==> src/rtl/fp_pkg.sv <==
// rtl/fp_pkg.sv - shared fp32 types, constants and helpers for the PE datapath
package fp_pkg;

    typedef struct packed {
        logic       sign;
        logic [7:0] exp;
        logic [22:0] man;
    } fp32_t;

    localparam int         FP_EXP_BIAS = 127;
    localparam logic [7:0] FP_EXP_MAX  = 8'hFF;
    localparam fp32_t      FP_POS_ZERO = '0;

    // Build a signed infinity.
    function automatic fp32_t fp_inf(input logic sign);
        fp32_t v;
        v.sign = sign;
        v.exp  = FP_EXP_MAX;
        v.man  = 23'd0;
        return v;
    endfunction

endpackage

==> src/rtl/lzc24.sv <==
// rtl/lzc24.sv - combinational 24-bit leading-zero counter (24 for all-zero)
module lzc24 (
    input  logic [23:0] value,
    output logic [4:0]  count
);

    // Scan from LSB upward so the most significant set bit is the last to win.
    always_comb begin
        count = 5'd24;
        for (int i = 0; i < 24; i++) begin
            if (value[i]) begin
                count = 5'(23 - i);
            end
        end
    end

endmodule

==> src/rtl/fp_add.sv <==
// rtl/fp_add.sv - four-stage fp32 adder: unpack/order, align, add, normalize
module fp_add
    import fp_pkg::*;
(
    input  logic        clk,
    input  logic        rst,
    input  logic        in_valid,
    input  logic [31:0] a,
    input  logic [31:0] b,
    output logic [31:0] result,
    output logic        out_valid
);

    // ---------------- stage 1: unpack and order ----------------
    fp32_t       op_a, op_b;
    logic [23:0] man_a, man_b;
    logic        a_inf, b_inf, a_larger;

    assign op_a     = a;
    assign op_b     = b;
    assign man_a    = (op_a.exp == 8'd0) ? 24'd0 : {1'b1, op_a.man};
    assign man_b    = (op_b.exp == 8'd0) ? 24'd0 : {1'b1, op_b.man};
    assign a_inf    = (op_a.exp == FP_EXP_MAX);
    assign b_inf    = (op_b.exp == FP_EXP_MAX);
    assign a_larger = ({op_a.exp, man_a} >= {op_b.exp, man_b});

    logic        s1_valid, s1_sign, s1_sub, s1_inf, s1_inf_sign;
    logic [7:0]  s1_exp, s1_exp_diff;
    logic [23:0] s1_man_l, s1_man_s;

    // Register the ordered operands; infinity is resolved here and rides along.
    always_ff @(posedge clk or negedge rst) begin
        if (!rst) begin
            s1_valid    <= 1'b0;
            s1_sign     <= 1'b0;
            s1_sub      <= 1'b0;
            s1_inf      <= 1'b0;
            s1_inf_sign <= 1'b0;
            s1_exp      <= 8'd0;
            s1_exp_diff <= 8'd0;
            s1_man_l    <= 24'd0;
            s1_man_s    <= 24'd0;
        end else begin
            s1_valid    <= in_valid;
            s1_sub      <= op_a.sign ^ op_b.sign;
            s1_inf      <= a_inf | b_inf;
            // Both infinite with opposite signs collapses to +inf.
            s1_inf_sign <= (a_inf && b_inf) ? (op_a.sign & op_b.sign)
                         : (a_inf ? op_a.sign : op_b.sign);
            if (a_larger) begin
                s1_sign     <= op_a.sign;
                s1_exp      <= op_a.exp;
                s1_exp_diff <= op_a.exp - op_b.exp;
                s1_man_l    <= man_a;
                s1_man_s    <= man_b;
            end else begin
                s1_sign     <= op_b.sign;
                s1_exp      <= op_b.exp;
                s1_exp_diff <= op_b.exp - op_a.exp;
                s1_man_l    <= man_b;
                s1_man_s    <= man_a;
            end
        end
    end

    // ---------------- stage 2: align ----------------
    logic        s2_valid, s2_sign, s2_sub, s2_inf, s2_inf_sign;
    logic [7:0]  s2_exp;
    logic [23:0] s2_man_l, s2_man_s;

    // Truncating right shift of the smaller mantissa.
    always_ff @(posedge clk or negedge rst) begin
        if (!rst) begin
            s2_valid    <= 1'b0;
            s2_sign     <= 1'b0;
            s2_sub      <= 1'b0;
            s2_inf      <= 1'b0;
            s2_inf_sign <= 1'b0;
            s2_exp      <= 8'd0;
            s2_man_l    <= 24'd0;
            s2_man_s    <= 24'd0;
        end else begin
            s2_valid    <= s1_valid;
            s2_sign     <= s1_sign;
            s2_sub      <= s1_sub;
            s2_inf      <= s1_inf;
            s2_inf_sign <= s1_inf_sign;
            s2_exp      <= s1_exp;
            s2_man_l    <= s1_man_l;
            s2_man_s    <= (s1_exp_diff >= 8'd24) ? 24'd0 : (s1_man_s >> s1_exp_diff);
        end
    end

    // ---------------- stage 3: add ----------------
    logic              s3_valid, s3_sign, s3_inf, s3_inf_sign;
    logic signed [9:0] s3_exp;
    logic [24:0]       s3_sum;

    // Magnitude add/subtract; L >= S so the difference is never negative.
    always_ff @(posedge clk or negedge rst) begin
        if (!rst) begin
            s3_valid    <= 1'b0;
            s3_sign     <= 1'b0;
            s3_inf      <= 1'b0;
            s3_inf_sign <= 1'b0;
            s3_exp      <= 10'sd0;
            s3_sum      <= 25'd0;
        end else begin
            s3_valid    <= s2_valid;
            s3_sign     <= s2_sign;
            s3_inf      <= s2_inf;
            s3_inf_sign <= s2_inf_sign;
            s3_exp      <= signed'({2'b00, s2_exp});
            s3_sum      <= s2_sub ? ({1'b0, s2_man_l} - {1'b0, s2_man_s})
                                  : ({1'b0, s2_man_l} + {1'b0, s2_man_s});
        end
    end

    // ---------------- stage 4: normalize and pack ----------------
    logic [4:0]        lz;
    logic signed [9:0] norm_exp;
    logic [22:0]       norm_man;
    fp32_t             packed_sum;

    lzc24 u_lzc (
        .value (s3_sum[23:0]),
        .count (lz)
    );

    // Normalize the sum and clamp the exponent to zero or infinity.
    always_comb begin
        norm_exp   = s3_exp;
        norm_man   = s3_sum[22:0];
        packed_sum = FP_POS_ZERO;
        if (s3_sum[24]) begin
            norm_exp = s3_exp + 10'sd1;
            norm_man = s3_sum[23:1];
        end else begin
            norm_exp = s3_exp - signed'({5'd0, lz});
            norm_man = s3_sum[22:0] << lz;
        end
        if (s3_inf) begin
            packed_sum = fp_inf(s3_inf_sign);
        end else if (s3_sum == 25'd0) begin
            packed_sum = FP_POS_ZERO;
        end else if (norm_exp >= 10'sd255) begin
            packed_sum = fp_inf(s3_sign);
        end else if (norm_exp <= 10'sd0) begin
            packed_sum      = FP_POS_ZERO;
            packed_sum.sign = s3_sign;
        end else begin
            packed_sum.sign = s3_sign;
            packed_sum.exp  = norm_exp[7:0];
            packed_sum.man  = norm_man;
        end
    end

    logic  s4_valid;
    fp32_t s4_value;

    // Stage-4 register, then the output register which only loads valid results.
    always_ff @(posedge clk or negedge rst) begin
        if (!rst) begin
            s4_valid  <= 1'b0;
            s4_value  <= FP_POS_ZERO;
            out_valid <= 1'b0;
            result    <= 32'd0;
        end else begin
            s4_valid  <= s3_valid;
            s4_value  <= packed_sum;
            out_valid <= s4_valid;
            if (s4_valid) begin
                result <= s4_value;
            end
        end
    end

endmodule

==> config.mk <==
export PLATFORM = sky130hd
export DESIGN_NAME = fp_add
export DESIGN_NICKNAME = d
export VERILOG_FILES = /design/src/rtl/fp_pkg.sv /design/src/rtl/lzc24.sv /design/src/rtl/fp_add.sv
export SDC_FILE = /design/constraint.sdc
export NUM_CORES = 1
export LEC_CHECK = 0
export BUFFER_PORTS_ARGS = -buffer_cell sky130_fd_sc_hd__buf_4
export CORE_MARGIN = 5
export CORE_UTILIZATION = 45
export CTS_BUF_LIST = sky130_fd_sc_hd__clkbuf_4
export DETAILED_ROUTE_END_ITERATION = 7
export SYNTH_ARGS = -nofsm -noshare
export SYNTH_HDL_FRONTEND = slang
export SYNTH_SLANG_ARGS = --single-unit
==> constraint.sdc <==
create_clock -name clk -period 9.9 [get_ports clk]
set_input_delay 0.495 -clock clk [delete_from_list [all_inputs] [get_ports clk]]
set_output_delay 0.495 -clock clk [all_outputs]
set_load 0.005 [all_outputs]
==> results of run 1 <==
routing by layer:
layer,up-vias,GRT usage,part of all wire
li1,5582,-,-
met4,0,0.08307,0.037
met5,-,0,0
met1,5399,0.2753,0.45
met3,84,0.03518,0.050
met2,346,0.3257,0.47
how the worst min path moves through the flow:
stage,startpoint,end,depth (start not counted)
6_report,b[28],s1_exp[5],3
5_1_grt,b[28],s1_exp[5],3
4_1_cts,b[28],s1_exp[5],3
3_5_place_dp,s1_exp[2],s2_exp[2],0
3_3_place_gp,s1_exp[3],s2_exp[3],0
2_1_floorplan,rst,out_valid,0
what timing repair did:
item | in CTS | in global routing
hold buffers | 5 | 0
setup buffers | 0 | 0
hold endpoints to repair | 80 | 0
sequential cells by signal, indices dropped and copies added (netlist names), 8 cells and up:
signal       cells
result          32
s2_man_s        24
s1_exp_diff      8
s4_value        32
s2_exp           8
s1_man_l        24
s3_exp           8
s1_man_s        24
s1_exp           8
s2_man_l        24
s3_sum          25
worst min-delay path, stage by stage:
cell	delay, ns
buf_4	0.11
nand2_1	0.04
o21ai_0	0.07
area by class of cell:
cell class,instances,share of cell area
clock inverter,29,0.01129
sequential,233,0.3706
antenna,1,0.0001590
inverter,57,0.01360
tap,396,0.03149
clock buffer,78,0.03722
multi-input combinational,1103,0.4810
timing repair buffer,112,0.05471
synthesized netlist by cell type, types with 19 or more instances:
master	instances	area (sq um)
a21oi_1	83	415.4
mux2_2	44	495.5
and2_1	40	250.2
dfrtp_1	233	5831
inv_1	54	202.7
mux2i_1	28	280.3
ha_1	72	900.9
a211oi_1	19	142.6
clkbuf_1	56	210.2
nor2_1	120	450.4
a21o_1	33	247.7
nand2_1	150	563.0
nand3_1	38	190.2
o21ai_0	112	560.5
xnor2_1	41	359.1
nor4_1	20	125.1
nor3_1	27	135.1
cells in the final DEF, fill, tap and decap left out, types with 9 or more instances in the layout:
cell	netlist	final
inv_1	54	54
xnor2_1	41	41
and2_1	40	40
mux2i_1	28	28
a221oi_1	10	10
a211oi_1	19	19
buf_4	1	106
o211ai_1	17	17
clkinv_2	0	9
a21o_1	33	33
nor4_1	20	20
nor2_1	120	120
clkbuf_4	0	78
a21oi_1	83	83
o22ai_1	16	16
or2_2	13	13
a31oi_1	17	17
mux2_2	44	44
xor2_1	13	13
a22oi_1	12	12
clkinv_1	0	15
dfrtp_1	233	233
nand2_1	150	150
nand3_1	38	38
ha_1	72	72
o21ai_0	112	112
mux4_2	12	12
nor3_1	27	27
o21a_1	14	13
cell families after synthesis:
group | count (synthesis) | synth area share
muxes | 84 | 0.07507
buffers and inverters | 134 | 0.03906
AOI/OAI and AO/OA | 421 | 0.2037
adders and majority gates | 76 | 0.07040
DFF | 233 | 0.4185
and+or+nand+nor | 468 | 0.1594
xor gates and xnor gates | 54 | 0.03394
report_power, final:
part | switching (uW) | internal, uW | total (uW)
Clock | 378 | 424 | 802
Combinational | 1200 | 850 | 2050
Sequential | 233 | 1210 | 1450
Total | 1810 | 2490 | 4300
through the flow:
| stage | setup WS, ns | area, sq um | instances |
|---|---|---|---|
| 2_1_floorplan | 5.431 | 13930 | 1470 |
| 3_3_place_gp | 4.509 | 14920 | 1896 |
| 3_5_place_dp | 4.373 | 14920 | 1896 |
| 4_1_cts | 4.383 | 15730 | 2008 |
| 5_1_grt | 3.788 | 15730 | 2009 |
| 6_report | 4.274 | 15730 | 2009 |
==> qor.yml, run 1 <==
cpMaxStageDelayCell: "nor4_1"
areaGrowthSynthToFinish_pct: 12.92
overflow: 0
drt_iter0_markers: 917
tightest_slew_ns: 1.154
r2r-end: "s4_value[21]"
syn_area_sq_mm: 0.01393
grt_usage: 0.2034
p_total_uw: 4298
clk_pin_slew_ns: 0.06
grt_max_degree: 81
hold_viol: 0
nets: 1710
num_io_pins: 100
async_flop_share: 1.000
drc: 0
cts_buffer_depth: 3
endpoint: "s4_value[21]"
timing.final.crit_share: 0.5683
status: "completed"
crit_chain: "nor4_1 -> nand2_1 -> a21oi_1 -> inv_1 -> ha_1 -> o21a_1 -> a2111oi_0 -> o211ai_1 -> nor2_1 -> and4_1 -> or4_1 -> a221o_1 -> a21oi_2"
fmax_mhz: 177.7
avgViaCountPerCell: 5.680
multi_input_area_sq_mm: 0.007567
r2r_start: "s3_sum[23]"
synth_cell_types: 82
tns_ns: 0
crit_path_start: "s3_sum[23]"
ys_ff_latch: 233
row_count: 64
max_stage_delay_ns: 1.01
hp-class: "input port to flip-flop"
crit_required_ns: 10.54
critPathLaunchType: "flip-flop"
synthFlopType: "dfrtp_1"
ant_nets: 0
whs_ns: 0.09288
netlist_instances: 1470
relSlewSlack: 0.2238
die-area_sq_mm: 0.03458
cts_tree: "yes"
fin_util: 0.5144
routedWlPerCell_microns: 17.50
grt_pass1_wl_mm: 57.17
critical_path_buf_inv_count: 1
ir_drop_uv: 97.69
fp.dieH_microns: 186.0
drv_cap: 0
dp_hpwl_mm: 26.89
maxSlewViolCount: 0
setup_violations: 0
drt-total-wl_mm: 35.15
die_w_microns: 186.0
synth.avg_cell_area_sq_um: 9.478
antenna_found_initial: 1
seqCellArea_sq_mm: 0.005831
leakage_uw: 0.006956
clkSinkCount: 233
fp.coreArea_sq_mm: 0.03059
crit_fanout: 25
drtPass1Iterations: 7
synth_edf_count: 0
cts.repair.resized: 0
crit_path_end_kind: "flip-flop"
cp_data_arrival_time_ns: 6.27
numCtsBuffers: 60
rsz0062_at_grt: "no"
critical_path_class: "flip-flop to flip-flop"
critPathTopFamily: "simple AND/OR/NAND/NOR gates"
clk_latency_ns: 0.73
clockRootBuffer: "clkbuf_4"
layout_min_cycle_time_ns: 5.626
rrSetupSlack_ns: 4.27
initial_core_util: 0.4555
routed-via-count: 11411
gp_congestion: 0.9757
fin_worst_skew_ns: 0.06329
power.density_mw_per_mm2: 273.1
yosysWarnings: 0
path_depth: 13
num-fill-cells: 2872
htree_levels: 2
drive_gt1_frac: 0.1849
grt_pass1_vias: 11053
seq_area_frac_synth: 0.4185
numPortBuffers: 99
synth_nets: 1613
reg2reg_depth: 13
Note: power is estimated with default switching activity, not from simulation.
==> run 2: changes to the inputs <==
clock period = 5.5 ns   (was 9.9 ns; I/O delays follow)
==> qor.yml, run 2 (synthesized netlist as in run 1, its figures left out) <==
status: "completed"
cts.repair.resized: 0
relSlewSlack: 0.3598
areaGrowthSynthToFinish_pct: 19.85
drive_gt1_frac: 0.1818
use_met3: 0.02931
numPortBuffers: 99
layout_min_cycle_time_ns: 4.767
routed-via-count: 11759
crit_fanout: 41
die_w_microns: 186.0
clk_latency_ns: 0.72
grt_usage: 0.2091
drtPass1Iterations: 7
place_area_sq_mm: 0.01504
crit_required_ns: 6.10
htree_levels: 2
power.density_mw_per_mm2: 467.0
cts_hold_buffers: 93
dp_hpwl_mm: 27.36
cp_data_arrival_time_ns: 5.36
row_count: 64
max_stage_delay_ns: 0.74
drv_cap: 0
tns_ns: 0
antenna_found_initial: 1
final_cell_mix: "dfrtp_1, nand2_1, nor2_1, buf_4, o21ai_0"
leakage_uw: 0.007377
cts_tree: "yes"
cpMaxStageDelayCell: "o21a_2"
cts_buffer_depth: 3
critical_path_buf_inv_count: 5
design_area_sq_mm: 0.01670
fin_cells: 2108
ir_drop_uv: 166.0
final_common_cell: "dfrtp_1"
min_path_cells: 4
grt_max_degree: 126
p_total_uw: 7799
drc: 0
grt_pass1_wl_mm: 58.82
worst_path_most_repeated_cell: "buf_4"
hold_viol: 0
ant_nets: 0
routedWlPerCell_microns: 17.13
min_to: "s1_exp_diff[7]"
critPathTopFamily: "buffers and inverters"
fmax_mhz: 209.8
clockRootBuffer: "clkbuf_4"
r2r_start: "s3_sum[16]"
crit_chain: "dlygate4sd3_1 -> buf_4 -> nor4_1 -> nand2_1 -> and2_1 -> ha_1 -> o211a_1 -> nand3_1 -> o21ai_0 -> o311ai_0 -> buf_4 -> a21oi_1 -> o21a_2 -> buf_4 -> o21ai_0 -> dlygate4sd3_1"
r2r-end: "s4_value[21]"
clkSinkCount: 233
grt_use_met1: 0.2744
avgViaCountPerCell: 5.578
drt-total-wl_mm: 36.11
crit_path_end_kind: "flip-flop"
fp.coreArea_sq_mm: 0.03059
rsz0062_at_grt: "no"
tightest_slew_ns: 0.9602
min-delay-start: "b[30]"
overflow: 0
drt_iter0_markers: 745
dp.cells: 1911
rrSetupSlack_ns: 0.95
die-area_sq_mm: 0.03458
num_io_pins: 100
reg2reg_depth: 14
top_regs: "result: 32 flops, s4_value: 32 flops, s3_sum: 25 flops"
gp_congestion: 0.9924
numCtsBuffers: 60
clk_pin_slew_ns: 0.06
num-fill-cells: 2794
fin_worst_skew_ns: 0.04834
critical_path_class: "input port to flip-flop"
initial_core_util: 0.4555
nets: 1813
critPathLaunchType: "input port"
hp-class: "input port to flip-flop"
grt_busiest_layer: "met2"
crit_path_start: "a[29]"
grt_pass1_vias: 11245
setup_violations: 0
fp.dieH_microns: 186.0
use_met2: 0.3570
postCtsSetupRepairBufs: 0
timing.final.crit_share: 0.8667
maxSlewViolCount: 0
[run 2: worst max path at each step]
stage	endpoint	slack [ns]	cells past startpoint
2_1_floorplan	s4_value[21]	1.03	19
6_report	s1_man_l[13]	0.73	16
4_1_cts	s1_man_l[14]	0.75	16
3_5_place_dp	s1_exp_diff[5]	0.98	14
3_3_place_gp	s1_exp_diff[5]	1.04	14
5_1_grt	s1_man_l[14]	0.41	16
[run 2: report_power, final]
part | internal [uW] | switching (uW) | leakage (uW)
clock | 713 | 665 | 0.000424
sequential | 2180 | 449 | 0.00282
combinational | 1640 | 2150 | 0.00414
total | 4540 | 3260 | 0.00738
[run 2: layout make-up]
type / count / area [sq um] / share of cell area
multi-input combinational: 1103 / 7567 / 0.4531
sequential: 233 / 5831 / 0.3491
timing repair buffer: 215 / 1867 / 0.1118
clock buffer: 86 / 645.6 / 0.03866
tap: 396 / 495.5 / 0.02967
inverter: 57 / 214.0 / 0.01281
clock inverter: 17 / 77.57 / 0.004645
antenna: 1 / 2.502 / 0.0001498
[run 2: routing by layer]
| layer | vias up | routed length (microns) |
|---|---|---|
| met1 | 5595 | 15910 |
| met3 | 67 | 1589 |
| met4 | 0 | 918 |
| met5 | - | 0 |
| li1 | 5777 | - |
| met2 | 320 | 17700 |
[run 2: tightest hold or removal path, cell delays in order]
cell	delay, ns
buf_4	0.12
inv_1	0.06
ha_1	0.18
xnor2_1	0.10
[run 2: per-stage QoR]
| stage | utilization | setup WS, ns | hold slack (ns) |
|---|---|---|---|
| 4_1_cts | 0.5459 | 0.7456 | 0.001347 |
| 6_report | 0.5459 | 0.7331 | 0.08234 |
| 5_1_grt | 0.5459 | 0.4106 | 0.04970 |
| 2_1_floorplan | - | 1.031 | -0.02059 |
| 3_5_place_dp | 0.4918 | 0.9751 | 0.3347 |
| 3_3_place_gp | 0.4918 | 1.036 | 0.3322 |
==> run 3: changes to the inputs <==
BUFFER_PORTS_ARGS = -buffer_cell sky130_fd_sc_hd__buf_2   (was -buffer_cell sky130_fd_sc_hd__buf_4)
==> qor.yml, run 3 (synthesized netlist as in run 1, its figures left out) <==
drt-total-wl_mm: 35.73
dp_slack_ns: 0.8337
die-area_sq_mm: 0.03458
cts.repair.resized: 0
fin_worst_skew_ns: 0.03392
layout_min_cycle_time_ns: 4.894
tns_ns: 0
crit_chain: "dlygate4sd3_1 -> buf_2 -> nor4_1 -> nand2_1 -> and2_1 -> ha_1 -> o211a_1 -> nand3_1 -> o21ai_0 -> o311ai_0 -> buf_4 -> a21oi_1 -> o21a_2 -> o21ai_0 -> dlygate4sd3_1"
relSlewSlack: 0.3474
final_common_cell: "dfrtp_1"
gp_congestion: 0.9428
cp_data_arrival_time_ns: 5.43
p_total_uw: 7733
drc: 0
clk_latency_ns: 0.67
cpMaxStageDelayCell: "o21a_2"
status: "completed"
tightest_slew_ns: 0.9789
dp_hpwl_mm: 26.66
leakage_uw: 0.007306
crit_required_ns: 6.04
maxSlewViolCount: 0
routed-via-count: 11813
initial_core_util: 0.4555
grt_max_degree: 119
postCtsSetupRepairBufs: 0
setup_violations: 0
htree_levels: 2
clockRootBuffer: "clkbuf_4"
rsz0062_at_grt: "no"
clk_pin_slew_ns: 0.07
num_io_pins: 100
row_count: 64
numCtsBuffers: 59
areaGrowthSynthToFinish_pct: 18.26
ir_drop_uv: 177.2
die_w_microns: 186.0
timing.final.crit_share: 0.8897
power.density_mw_per_mm2: 469.3
whs_ns: 0.08040
fp.dieH_microns: 186.0
nets: 1812
top_regs: "result: 32 flops, s4_value: 32 flops, s3_sum: 25 flops"
hp-class: "input port to flip-flop"
fp.coreArea_sq_mm: 0.03059
setup_slack_ns: 0.6064
grt_pass1_vias: 11822
drtPass1Iterations: 6
hold_viol: 0
crit_fanout: 59
drv_cap: 0
max_stage_delay_ns: 0.88
min_path_cells: 4
clkSinkCount: 233
antenna_found_initial: 1
avgViaCountPerCell: 5.612
numPortBuffers: 99
drt_iter0_markers: 708
cts_buffer_depth: 3
grt_pass1_wl_mm: 59.14
cts_tree: "yes"
ant_nets: 0
routedWlPerCell_microns: 16.97
crit_path_end_kind: "flip-flop"
final_cell_mix: "dfrtp_1, nand2_1, nor2_1"
drive_gt1_frac: 0.1786
overflow: 0
reg2reg_depth: 14
grt_usage: 0.2083
critical_path_class: "input port to flip-flop"
critPathLaunchType: "input port"
fmax_mhz: 204.3
==> run 3: cell types whose count changed in the layout (fill, tap and decap cells not counted), moves of 2 or more <==
cell        previous run  this run
buf_2                  0        98
bufinv_16              0         2
clkinvlp_4             2         0
clkinv_1              13        15
clkinv_2               1         5
buf_4                120        20
clkbuf_4              86        77
==> run 3: layout make-up <==
type | count | area (sq um)
antenna | 1 | 2.502
multi-input combinational | 1103 | 7567
inverter | 57 | 214.0
clock inverter | 23 | 152.6
sequential | 233 | 5831
clock buffer | 77 | 578.1
fill | 2805 | 14110
tap | 396 | 495.5
timing repair buffer | 215 | 1637
==> run 3: timing repair <==
| action | CTS | global route |
|---|---|---|
| endpoints found under the setup margin | 0 | 0 |
| endpoints found under the hold margin | 177 | 0 |
| hold buffers | 94 | 0 |
==> run 3: routing by layer <==
metal	part of all wire	GRT usage	vias to the layer above
li1	-	-	5771
met4	0.029	0.07199	0
met2	0.49	0.3632	342
met3	0.041	0.02912	79
met1	0.44	0.2663	5621
met5	0	0	-
==> run 3: worst max-delay path: cells and delay by family <==
kind	cells	cell delay [ns]
buf+inv	4	1.47
simple gates	4	1.38
fa+ha+maj	1	0.30
compound gates	6	1.99
==> run 3: power by group <==
part           leakage [uW]  total [uW]  internal (uW)  switching, uW
Combinational       0.00406        3700           1570           2130
Clock              0.000432        1410            747            659
Sequential          0.00282        2630           2180            445
Total               0.00731        7730           4500           3230
==> run 3: path summary, 6_finish.rpt <==
path,endpoint,start,slack [ns]
max,s1_exp[7],a[29],0.61
min,s1_man_l[19],a[19],0.08
max reg2reg,s4_value[21],s3_sum[7],0.96
min reg2reg,s2_inf,s1_inf,0.34
max in group asynchronous,s2_man_s[15],rst,4.12
min in group asynchronous,result[8],rst,0.24
==> run 3: metrics by stage <==
step / util / cells / instance area [sq um]
finish: 0.5387 / 2105 / 16480
global placement: 0.4839 / 1910 / 14800
floorplan: - / 1470 / 13930
CTS: 0.5386 / 2104 / 16470
detailed placement: 0.4839 / 1910 / 14800
global route: 0.5387 / 2105 / 16480
